$ cat src/rtl/adc_conv_scheduler.sv
// Paced sample-request sequencer for one ADC measurement cycle: issues sample_req
// pulses, tracks sample/period indices, and flags completion, overruns and reader timeouts.
module adc_conv_scheduler #(
    parameter int SAMPLE_INTERVAL    = 1000,
    parameter int SAMPLES_PER_PERIOD = 32,
    parameter int PERIODS_PER_RESULT = 32,
    parameter int IDX_WIDTH          = 6,
    parameter int TIMER_WIDTH        = 16,
    parameter int TIMEOUT_CLKS       = 4000
) (
    input  logic                 clk,
    input  logic                 rst,
    input  logic                 enable,
    input  logic                 cycle_start,
    output logic                 sample_req,
    input  logic                 sample_done,
    output logic [IDX_WIDTH-1:0] sample_index,
    output logic [IDX_WIDTH-1:0] period_index,
    output logic                 period_first,
    output logic                 cycle_done,
    output logic                 active,
    output logic                 overrun,
    output logic                 timeout_err,
    input  logic                 err_clr
);

    typedef enum logic [2:0] {
        IDLE,
        REQ,
        WAIT_DONE,
        GAP,
        DONE
    } state_t;

    localparam logic [TIMER_WIDTH-1:0] INTERVAL_LOAD = TIMER_WIDTH'(SAMPLE_INTERVAL - 1);
    localparam logic [TIMER_WIDTH-1:0] TIMER_ONE     = TIMER_WIDTH'(1);
    // The timeout counter starts one clock after sample_req, so it holds
    // TIMEOUT_CLKS-2 on the edge that completes TIMEOUT_CLKS clocks since the request.
    localparam logic [TIMER_WIDTH-1:0] TIMEOUT_LAST  = TIMER_WIDTH'(TIMEOUT_CLKS - 2);
    localparam logic [IDX_WIDTH-1:0]   SAMPLE_LAST   = IDX_WIDTH'(SAMPLES_PER_PERIOD - 1);
    localparam logic [IDX_WIDTH-1:0]   PERIOD_LAST   = IDX_WIDTH'(PERIODS_PER_RESULT - 1);
    localparam logic [IDX_WIDTH-1:0]   IDX_ONE       = IDX_WIDTH'(1);

    state_t                 state;
    logic [TIMER_WIDTH-1:0] interval_tmr;
    logic [TIMER_WIDTH-1:0] interval_nxt;
    logic [TIMER_WIDTH-1:0] timeout_cnt;
    logic                   last_sample;
    logic                   last_period;

    assign interval_nxt = (interval_tmr == '0) ? '0 : interval_tmr - TIMER_ONE;
    assign last_sample  = (sample_index == SAMPLE_LAST);
    assign last_period  = (period_index == PERIOD_LAST);

    // NOTE: all state and outputs are updated with non-blocking assignments so every
    // branch sees the pre-edge values; later assignments in the block take priority.
    always_ff @(posedge clk or posedge rst) begin
        if (rst) begin
            state        <= IDLE;
            sample_req   <= 1'b0;
            period_first <= 1'b0;
            cycle_done   <= 1'b0;
            active       <= 1'b0;
            overrun      <= 1'b0;
            timeout_err  <= 1'b0;
            sample_index <= '0;
            period_index <= '0;
            interval_tmr <= '0;
            timeout_cnt  <= '0;
        end else begin
            sample_req   <= 1'b0;
            period_first <= 1'b0;
            cycle_done   <= 1'b0;

            // Clear first so a coincident set event below overrides it.
            if (err_clr) begin
                overrun     <= 1'b0;
                timeout_err <= 1'b0;
            end

            if (!enable) begin
                state        <= IDLE;
                active       <= 1'b0;
                sample_index <= '0;
                period_index <= '0;
            end else begin
                case (state)
                    IDLE: begin
                        sample_index <= '0;
                        period_index <= '0;
                        if (cycle_start) begin
                            state        <= REQ;
                            active       <= 1'b1;
                            sample_req   <= 1'b1;
                            period_first <= 1'b1;
                        end
                    end

                    REQ: begin
                        state        <= WAIT_DONE;
                        interval_tmr <= INTERVAL_LOAD;
                        timeout_cnt  <= '0;
                    end

                    WAIT_DONE: begin
                        interval_tmr <= interval_nxt;
                        timeout_cnt  <= timeout_cnt + TIMER_ONE;
                        if (sample_done) begin
                            if (last_sample && last_period) begin
                                state      <= DONE;
                                cycle_done <= 1'b1;
                            end else begin
                                state <= GAP;
                                if (last_sample) begin
                                    sample_index <= '0;
                                    period_index <= period_index + IDX_ONE;
                                end else begin
                                    sample_index <= sample_index + IDX_ONE;
                                end
                            end
                        end else begin
                            if (interval_tmr == TIMER_ONE)
                                overrun <= 1'b1;
                            if (timeout_cnt == TIMEOUT_LAST) begin
                                timeout_err  <= 1'b1;
                                state        <= IDLE;
                                active       <= 1'b0;
                                sample_index <= '0;
                                period_index <= '0;
                            end
                        end
                    end

                    GAP: begin
                        interval_tmr <= interval_nxt;
                        // Issue the next request on the edge the interval expires, or
                        // immediately if a late sample_done left the timer already at 0.
                        if (interval_nxt == '0) begin
                            state        <= REQ;
                            sample_req   <= 1'b1;
                            period_first <= (sample_index == '0);
                        end
                    end

                    DONE: begin
                        state        <= IDLE;
                        active       <= 1'b0;
                        sample_index <= '0;
                        period_index <= '0;
                    end

                    default: begin
                        state        <= IDLE;
                        active       <= 1'b0;
                        sample_index <= '0;
                        period_index <= '0;
                    end
                endcase
            end
        end
    end

endmodule

$ cat config.mk
export PLATFORM = sky130hd
export DESIGN_NAME = adc_conv_scheduler
export DESIGN_NICKNAME = d
export VERILOG_FILES = /design/src/rtl/adc_conv_scheduler.sv
export SDC_FILE = /design/constraint.sdc
export NUM_CORES = 1
export LEC_CHECK = 0
export CORE_UTILIZATION = 25
export CTS_BUF_LIST = sky130_fd_sc_hd__clkbuf_8
export CTS_CLUSTER_DIAMETER = 30
export DETAILED_ROUTE_END_ITERATION = 7
export DONT_BUFFER_PORTS = 1
export PLACE_DENSITY = 0.39
export SLEW_MARGIN = 30
export SYNTH_ARGS = -nofsm -noshare
export SYNTH_HDL_FRONTEND = slang
export SYNTH_SLANG_ARGS = --single-unit
export TNS_END_PERCENT = 1
$ cat constraint.sdc
create_clock -name clk -period 2.6 [get_ports clk]
set_input_delay 0.52 -clock clk [delete_from_list [all_inputs] [get_ports clk]]
set_output_delay 0.52 -clock clk [all_outputs]
set_load 0.005 [all_outputs]
==> impl_results.md, run 1 <==
- Outcome: finished, final reports clean
- Yosys cell types: 60
- FF-to-FF path depth: 7
- Register area: 1330 µm²
- Tot Pwr: 1.88 mW
- NetSw: 620 µW
- P_int: 1.26 mW
- Synthesized netlist cell count: 345
- Period utilisation layout: 95.9%
- R2R setup slack: 0.11 ns
- Startpoint types: register
- Crit Reg-Reg Endpoint: state[1]$_DFFE_PP0P_
- Synth Cell Area: 3120 µm²
- Kind of critical path: register to register
- Max_cap viols: 0
- FF+latch count, synth: 53
- Routed Antenna Nets: 0
- RSZ-0062 raised after global routing: yes
- Seq pwr share: 50.0%
- Placed cells: 520
- Placed standard-cell area: 3420 µm²
- Half-perimeter wire length after placement: 6040 µm
- YS warnings: 0
- Syn nets: 358
- CTS tree: done
- Util after Layout: 29.1%
- Gr ovfl total: 0
- Diode count: 0
- Layout area overhead: 13.0%
- Slew Viols, Final: 0
- Clock network power share: 28.3%
- GRT Overall Usage: 13.4%
- Hold_buf cts: 0
- Reg-to-reg startpoint: interval_tmr[0]$_DFFE_PP0P_
- Number of synthesized flops with an enable pin: 0
- Via density: 4.98
- Slew at the pin with the worst max-slew slack: 0.630 ns
- Most frequent cells in the layout: dfrtp_1 (53), nor2_1 (41), a21oi_1 (27)
- Combinational share of power: 21.7%
- PwrDens: 532 nW/µm²
- Gpl congestion: 0.786
- Fin Setup TNS: 0 ns
- Final worst slack: 0.107 ns
- Core ar.: 12100 µm²
- Clk_skew: 0.0101 ns
- Fillcell total: 1342
- Asr flop ratio synth: 100%
- Pre-CTS setup slack: 0.114 ns
- Leak Pwr: 1.41 nW
- Worst hold slack: 0.0329 ns
- Largest net degree at the start of global routing: 26
- Setup violators final: 0
- Clk sink count: 53
- Most common cell after layout, fill and taps aside: dfrtp_1
- Die Area: 12900 µm²
- Final routed DRC violation total: 0
- Root Buffer: clkbuf_8
- Worst-path clk slew: 0.11 ns
- Final worst path period need: 2.49 ns
- Sw frac: 33.0%
- Vias in the first global route: 2629
- Drt pass-1 iters: 4
- Hold Fails Final Rpt: 0
- Port bufs: 0
- CTS H-tree lvls: 2
- Nets: 373
- Rows: 40
- Clk Latency, worst-skew pair: 0.32 ns
- Finished Cell Area: 3530 µm²
- Die height: 114 µm
- Initial Util: 25.8%
- Slew Limit Headroom: 57.8%
- Initial drt markers: 107
- CTS buffer count: 5
- Clock Path Buffers: 2
- Io pins: 24
- Peak VDD IR: 0.221 mV
- CP endpoint kind: register
- Initial antenna violation count: 0
- Top_reg_cell synth: dfrtp_1
- Routed wire per std cell: 15.3 µm
- Share of layout cells above drive strength 1: 11.4%
- Worst hold path class: input pin to asynchronous set/reset pin
- Seq/Total Area, Yosys: 42.5%
- Finished Layout Cells: 529
- First-pass GRT wire length: 13700 µm
- Width of the chip: 114 µm
- Footprint of the multi-input gates: 1690 µm²
- Mean post-synth cell area: 9.04 µm²
- Final wirelength: 8100 µm
- Arr. time, crit path: 2.69 ns
- Crit-path max FO: 4
- Vias after detailed routing: 2635
- Fmax: 0.401 GHz
- WP data required: 2.80 ns
how the worst max path moves through the flow:
stage	cells past startpoint	from	slack, ns	end
2_1_floorplan	7	interval_tmr[0]$_DFFE_PP0P_	0.11	state[1]$_DFFE_PP0P_
3_3_place_gp	7	interval_tmr[0]$_DFFE_PP0P_	0.14	state[1]$_DFFE_PP0P_
3_5_place_dp	7	interval_tmr[0]$_DFFE_PP0P_	0.11	state[1]$_DFFE_PP0P_
4_1_cts	7	interval_tmr[0]$_DFFE_PP0P_	0.07	state[1]$_DFFE_PP0P_
5_1_grt	7	interval_tmr[0]$_DFFE_PP0P_	-0.03	state[1]$_DFFE_PP0P_
6_report	7	interval_tmr[0]$_DFFE_PP0P_	0.11	state[1]$_DFFE_PP0P_
synthesized netlist by cell type (all sizes together), types with 2 or more instances:
| cell type | n | area share, % |
|---|---|---|
| a2111oi | 3 | 1.0 |
| a211oi | 2 | 0.48 |
| a21boi | 2 | 0.48 |
| a21oi | 27 | 4.3 |
| a31oi | 3 | 0.60 |
| and3 | 7 | 1.4 |
| buf | 3 | 0.68 |
| clkbuf | 7 | 0.84 |
| dfrtp | 53 | 43 |
| ha | 7 | 2.8 |
| inv | 19 | 2.3 |
| mux2i | 3 | 0.96 |
| nand2 | 22 | 2.6 |
| nand2b | 2 | 0.40 |
| nand3 | 12 | 1.9 |
| nand4 | 10 | 2.0 |
| nor2 | 41 | 4.9 |
| nor2b | 3 | 0.60 |
| nor3 | 13 | 2.4 |
| nor3b | 2 | 0.48 |
| nor4 | 4 | 0.80 |
| nor4b | 5 | 1.9 |
| o211ai | 2 | 0.48 |
| o21a | 3 | 0.72 |
| o21ai | 25 | 4.0 |
| o21bai | 3 | 0.72 |
| o22ai | 2 | 0.40 |
| o2bb2ai | 3 | 0.84 |
| o31ai | 5 | 1.2 |
| or3 | 9 | 1.8 |
| or4 | 6 | 1.8 |
| xnor2 | 8 | 2.5 |
| xor2 | 9 | 2.5 |
area by class of cell:
cell class	count	share of cell area, %
multi-input combinational	263	47.8
sequential	53	37.6
tap	168	5.96
timing repair buffer	18	3.83
clock buffer	6	2.34
inverter	19	2.02
clock inverter	2	0.461
flip-flops by register name, indices dropped and copies added, names as in the netlist:
name and count:
sample_req 1, state 3, sample_index 6, overrun 1, interval_tmr 16, timeout_cnt 16
active 1, period_index 6, period_first 1, timeout_err 1, cycle_done 1
power by group through the flow:
stage	Sequential (mW)	Combinational, mW	Clock [mW]
3_3_place_gp	0.954	0.410	0
2_1_floorplan	0.951	0.267	0
3_5_place_dp	0.956	0.410	0
6_report	0.939	0.407	0.532
5_1_grt	0.950	0.461	0.594
4_1_cts	0.941	0.411	0.558
per-layer routing:
| layer | track usage (%) | part of all wire (%) | up-vias |
|---|---|---|---|
| met2 | 20.7 | 45 | 38 |
| li1 | - | - | 1293 |
| met5 | 0 | 0 | - |
| met3 | 2.82 | 2.9 | 6 |
| met4 | 4.12 | 1.1 | 0 |
| met1 | 18.7 | 51 | 1298 |
worst max-delay path: stages, from the launching register on:
cell and delay, ns:
dfrtp_1 0.40, inv_1 0.09, ha_2 0.20, or4b_4 0.49, or4_4 0.53, xnor2_2 0.14
nand4_1 0.17, a311o_1 0.36
logic make-up (layout without fill, tap and decap cells):
kind of cell / after synthesis / after routing / share of synthesized area (%)
buffers and inverters: 29 / 45 / 3.81
XOR/XNOR: 17 / 17 / 5.01
adder cells (fa/ha/maj): 7 / 7 / 2.81
flip-flops: 53 / 53 / 42.5
AO/OA/AOI/OAI: 91 / 91 / 18.6
multiplexers: 3 / 3 / 0.962
AND/OR/NAND/NOR: 145 / 145 / 26.3
what timing repair did:
action | CTS | global route
setup endpoints to repair | 0 | 1
gates resized for setup | 0 | 3
buffers inserted | 0 | 1
(Power assumes the default switching activity.)
==> run 2: changes to the inputs <==
- PLACE_DENSITY: 0.39 -> 0.37
- clock period: 2.6 -> 2.5 ns (I/O delays scaled with it)
==> impl_results.md, run 2 (synthesis results as in run 1) <==
- Final worst path period need: 2.41 ns (-0.0799 ns)
- Largest registers: interval_tmr: 16 flops, timeout_cnt: 16 flops
- CTS buffer count: 5 (unchanged)
- R2R setup slack: 0.09 ns (-0.02 ns)
- Drt pass-1 iters: 6 (+2)
- Placed standard-cell area: 3510 µm² (+2.8%)
- Arr. time, crit path: 2.65 ns (-0.04 ns)
- Gpl congestion: 0.793 (+0.92%)
- Fmax: 0.414 GHz (+3.3%)
- Hold Fails Final Rpt: 0 (unchanged)
- Most frequent cells in the layout: dfrtp_1 (53), nor2_1 (41), buf_4 (29)
- Initial antenna violation count: 0 (unchanged)
- Width of the chip: 114 µm (unchanged)
- Port bufs: 0 (unchanged)
- WP data required: 2.73 ns (-0.07 ns)
- Share of layout cells above drive strength 1: 14.7% (+3.4 points)
- Crit path from: interval_tmr[1]$_DFFE_PP0P_
- Max_cap viols: 0 (unchanged)
- Initial drt markers: 91 (-15%)
- Via density: 4.90 (-1.7%)
- Crit Reg-Reg Endpoint: state[1]$_DFFE_PP0P_
- Period utilisation layout: 96.5% (+0.64 points)
- Routed Antenna Nets: 0 (unchanged)
- Vias in the first global route: 2694 (+2.5%)
- Largest net degree at the start of global routing: 30 (+15%)
- PwrDens: 598 nW/µm² (+12%)
- Footprint of the multi-input gates: 1700 µm² (+0.59%)
- Nets: 385 (+3.2%)
- Clock Path Buffers: 2 (unchanged)
- Rows: 40 (unchanged)
- Clk sink count: 53 (unchanged)
- Most common cell after layout, fill and taps aside: dfrtp_1
- Setup violators final: 0 (unchanged)
- Slew at the pin with the worst max-slew slack: 0.671 ns (+0.0407 ns)
- FF-to-FF path depth: 7 (unchanged)
- Half-perimeter wire length after placement: 6320 µm (+4.6%)
- Io pins: 24 (unchanged)
- CTS H-tree lvls: 2 (unchanged)
- Fin Setup TNS: 0 ns (unchanged)
- GRT Overall Usage: 14.4% (+1.1 points)
- CTS tree: done
- Initial Util: 25.8% (unchanged)
- Leak Pwr: 1.49 nW (+5.9%)
- Worst hold slack: 0.135 ns (+0.102 ns)
- Core ar.: 12100 µm² (unchanged)
- Startpoint types: register
- Worst hold path class: input pin to asynchronous set/reset pin
- Kind of critical path: register to register
- Final routed DRC violation total: 0 (unchanged)
- Layout area overhead: 17.8%
- Slew Viols, Final: 0 (unchanged)
- Root Buffer: clkbuf_8
- Tot Pwr: 2.20 mW (+17%)
- First-pass GRT wire length: 14400 µm (+5.0%)
- Gr ovfl total: 0 (unchanged)
- CP endpoint kind: register
- Final wirelength: 8530 µm (+5.3%)
- Fillcell total: 1328 (-1.0%)
- CP Capture Point: state[1]$_DFFE_PP0P_
- Diode count: 0 (unchanged)
- Crit-path max FO: 3 (-1)
- Clk Latency, worst-skew pair: 0.34 ns (+0.02 ns)
- Finished Cell Area: 3670 µm² (+4.2%)
- Clk_skew: 0.0131 ns (+0.00300 ns)
- Die Area: 12900 µm² (unchanged)
- Outcome: finished, final reports clean
- Slew Limit Headroom: 55.2% (-2.6 points)
- Vias after detailed routing: 2649 (+0.53%)
- Peak VDD IR: 0.281 mV (+27%)
- Worst-path clk slew: 0.11 ns (about the same)
- Routed wire per std cell: 15.8 µm (+3.0%)
- Die height: 114 µm (unchanged)
- Reg-to-reg startpoint: interval_tmr[1]$_DFFE_PP0P_
- Register area: 1330 µm² (unchanged)
==> run 2: cell types whose count changed in the layout (fill, tap and decap cells not counted), sizes merged <==
cell / previous run / this run
clkinvlp: 1 / 0
inv: 20 / 19
buf: 18 / 30
bufinv: 0 / 2
clkinv: 0 / 1
clkbuf: 6 / 5
==> run 2: area by class of cell <==
class | instances | area share, %
Timing Repair Buffer | 30 | 6.47
Tap cell | 168 | 5.72
Clock buffer | 5 | 1.87
Inverter | 19 | 1.94
Multi-Input combinational cell | 263 | 46.1
Sequential cell | 53 | 36.1
Clock inverter | 3 | 1.77
==> run 2: worst min-delay path by stage <==
stage / depth (start not counted) / endpoint / startpoint / slack (ns)
floorplan: 1 / interval_tmr[14]$_DFFE_PP0P_ / interval_tmr[14]$_DFFE_PP0P_ / 0.47
global placement: 2 / timeout_cnt[11]$_DFFE_PP0P_ / timeout_cnt[11]$_DFFE_PP0P_ / 0.52
detailed placement: 2 / timeout_cnt[11]$_DFFE_PP0P_ / timeout_cnt[11]$_DFFE_PP0P_ / 0.53
CTS: 1 / timeout_cnt[15]$_DFFE_PP0P_ / rst / 0.15
global route: 1 / timeout_cnt[1]$_DFFE_PP0P_ / rst / 0.18
finish: 1 / timeout_err$_DFF_PP0_ / rst / 0.13
==> run 2: stage by stage <==
step / utilization [%] / worst slack [ns] / cells
2_1_floorplan: - / 0.00899 / 345
5_1_grt: 30.3 / -0.00316 / 541
3_5_place_dp: 29.0 / 0.0689 / 531
6_report: 30.3 / 0.0870 / 541
4_1_cts: 30.1 / 0.0426 / 539
3_3_place_gp: 29.0 / 0.0725 / 531
==> run 2: worst max-delay path: stages (launching register included) <==
cell	delay (ns)
dfrtp_1	0.40
inv_2	0.09
ha_4	0.14
or4b_4	0.45
or4_4	0.58
xnor2_2	0.14
nand4_1	0.16
a311o_1	0.35
==> run 2: layer usage <==
metal  wire [µm]  vias up  track usage [%]
met3         325        7             3.83
met1        4130     1283             18.9
met2        3980       36             23.3
met4         100        0             4.21
met5           0        -                0
li1            -     1323                -
==> run 2: power by group <==
group	internal, mW	leakage [nW]	switching, mW
registers	0.914	0.695	0.0556
logic	0.213	0.725	0.286
clock network	0.398	0.0681	0.330
==> run 2: what timing repair did <==
item | 4_1_cts | 5_1_grt
hold buffers | 0 | 0
buffers inserted | 0 | 2
setup endpoints to repair | 0 | 3
resized for setup | 0 | 5
==> run 3: changes to the inputs <==
- GPL_ROUTABILITY_DRIVEN: default -> 0
==> results of run 3 <==
No change in the layout: final DEF, timing and power equal those of run 2.
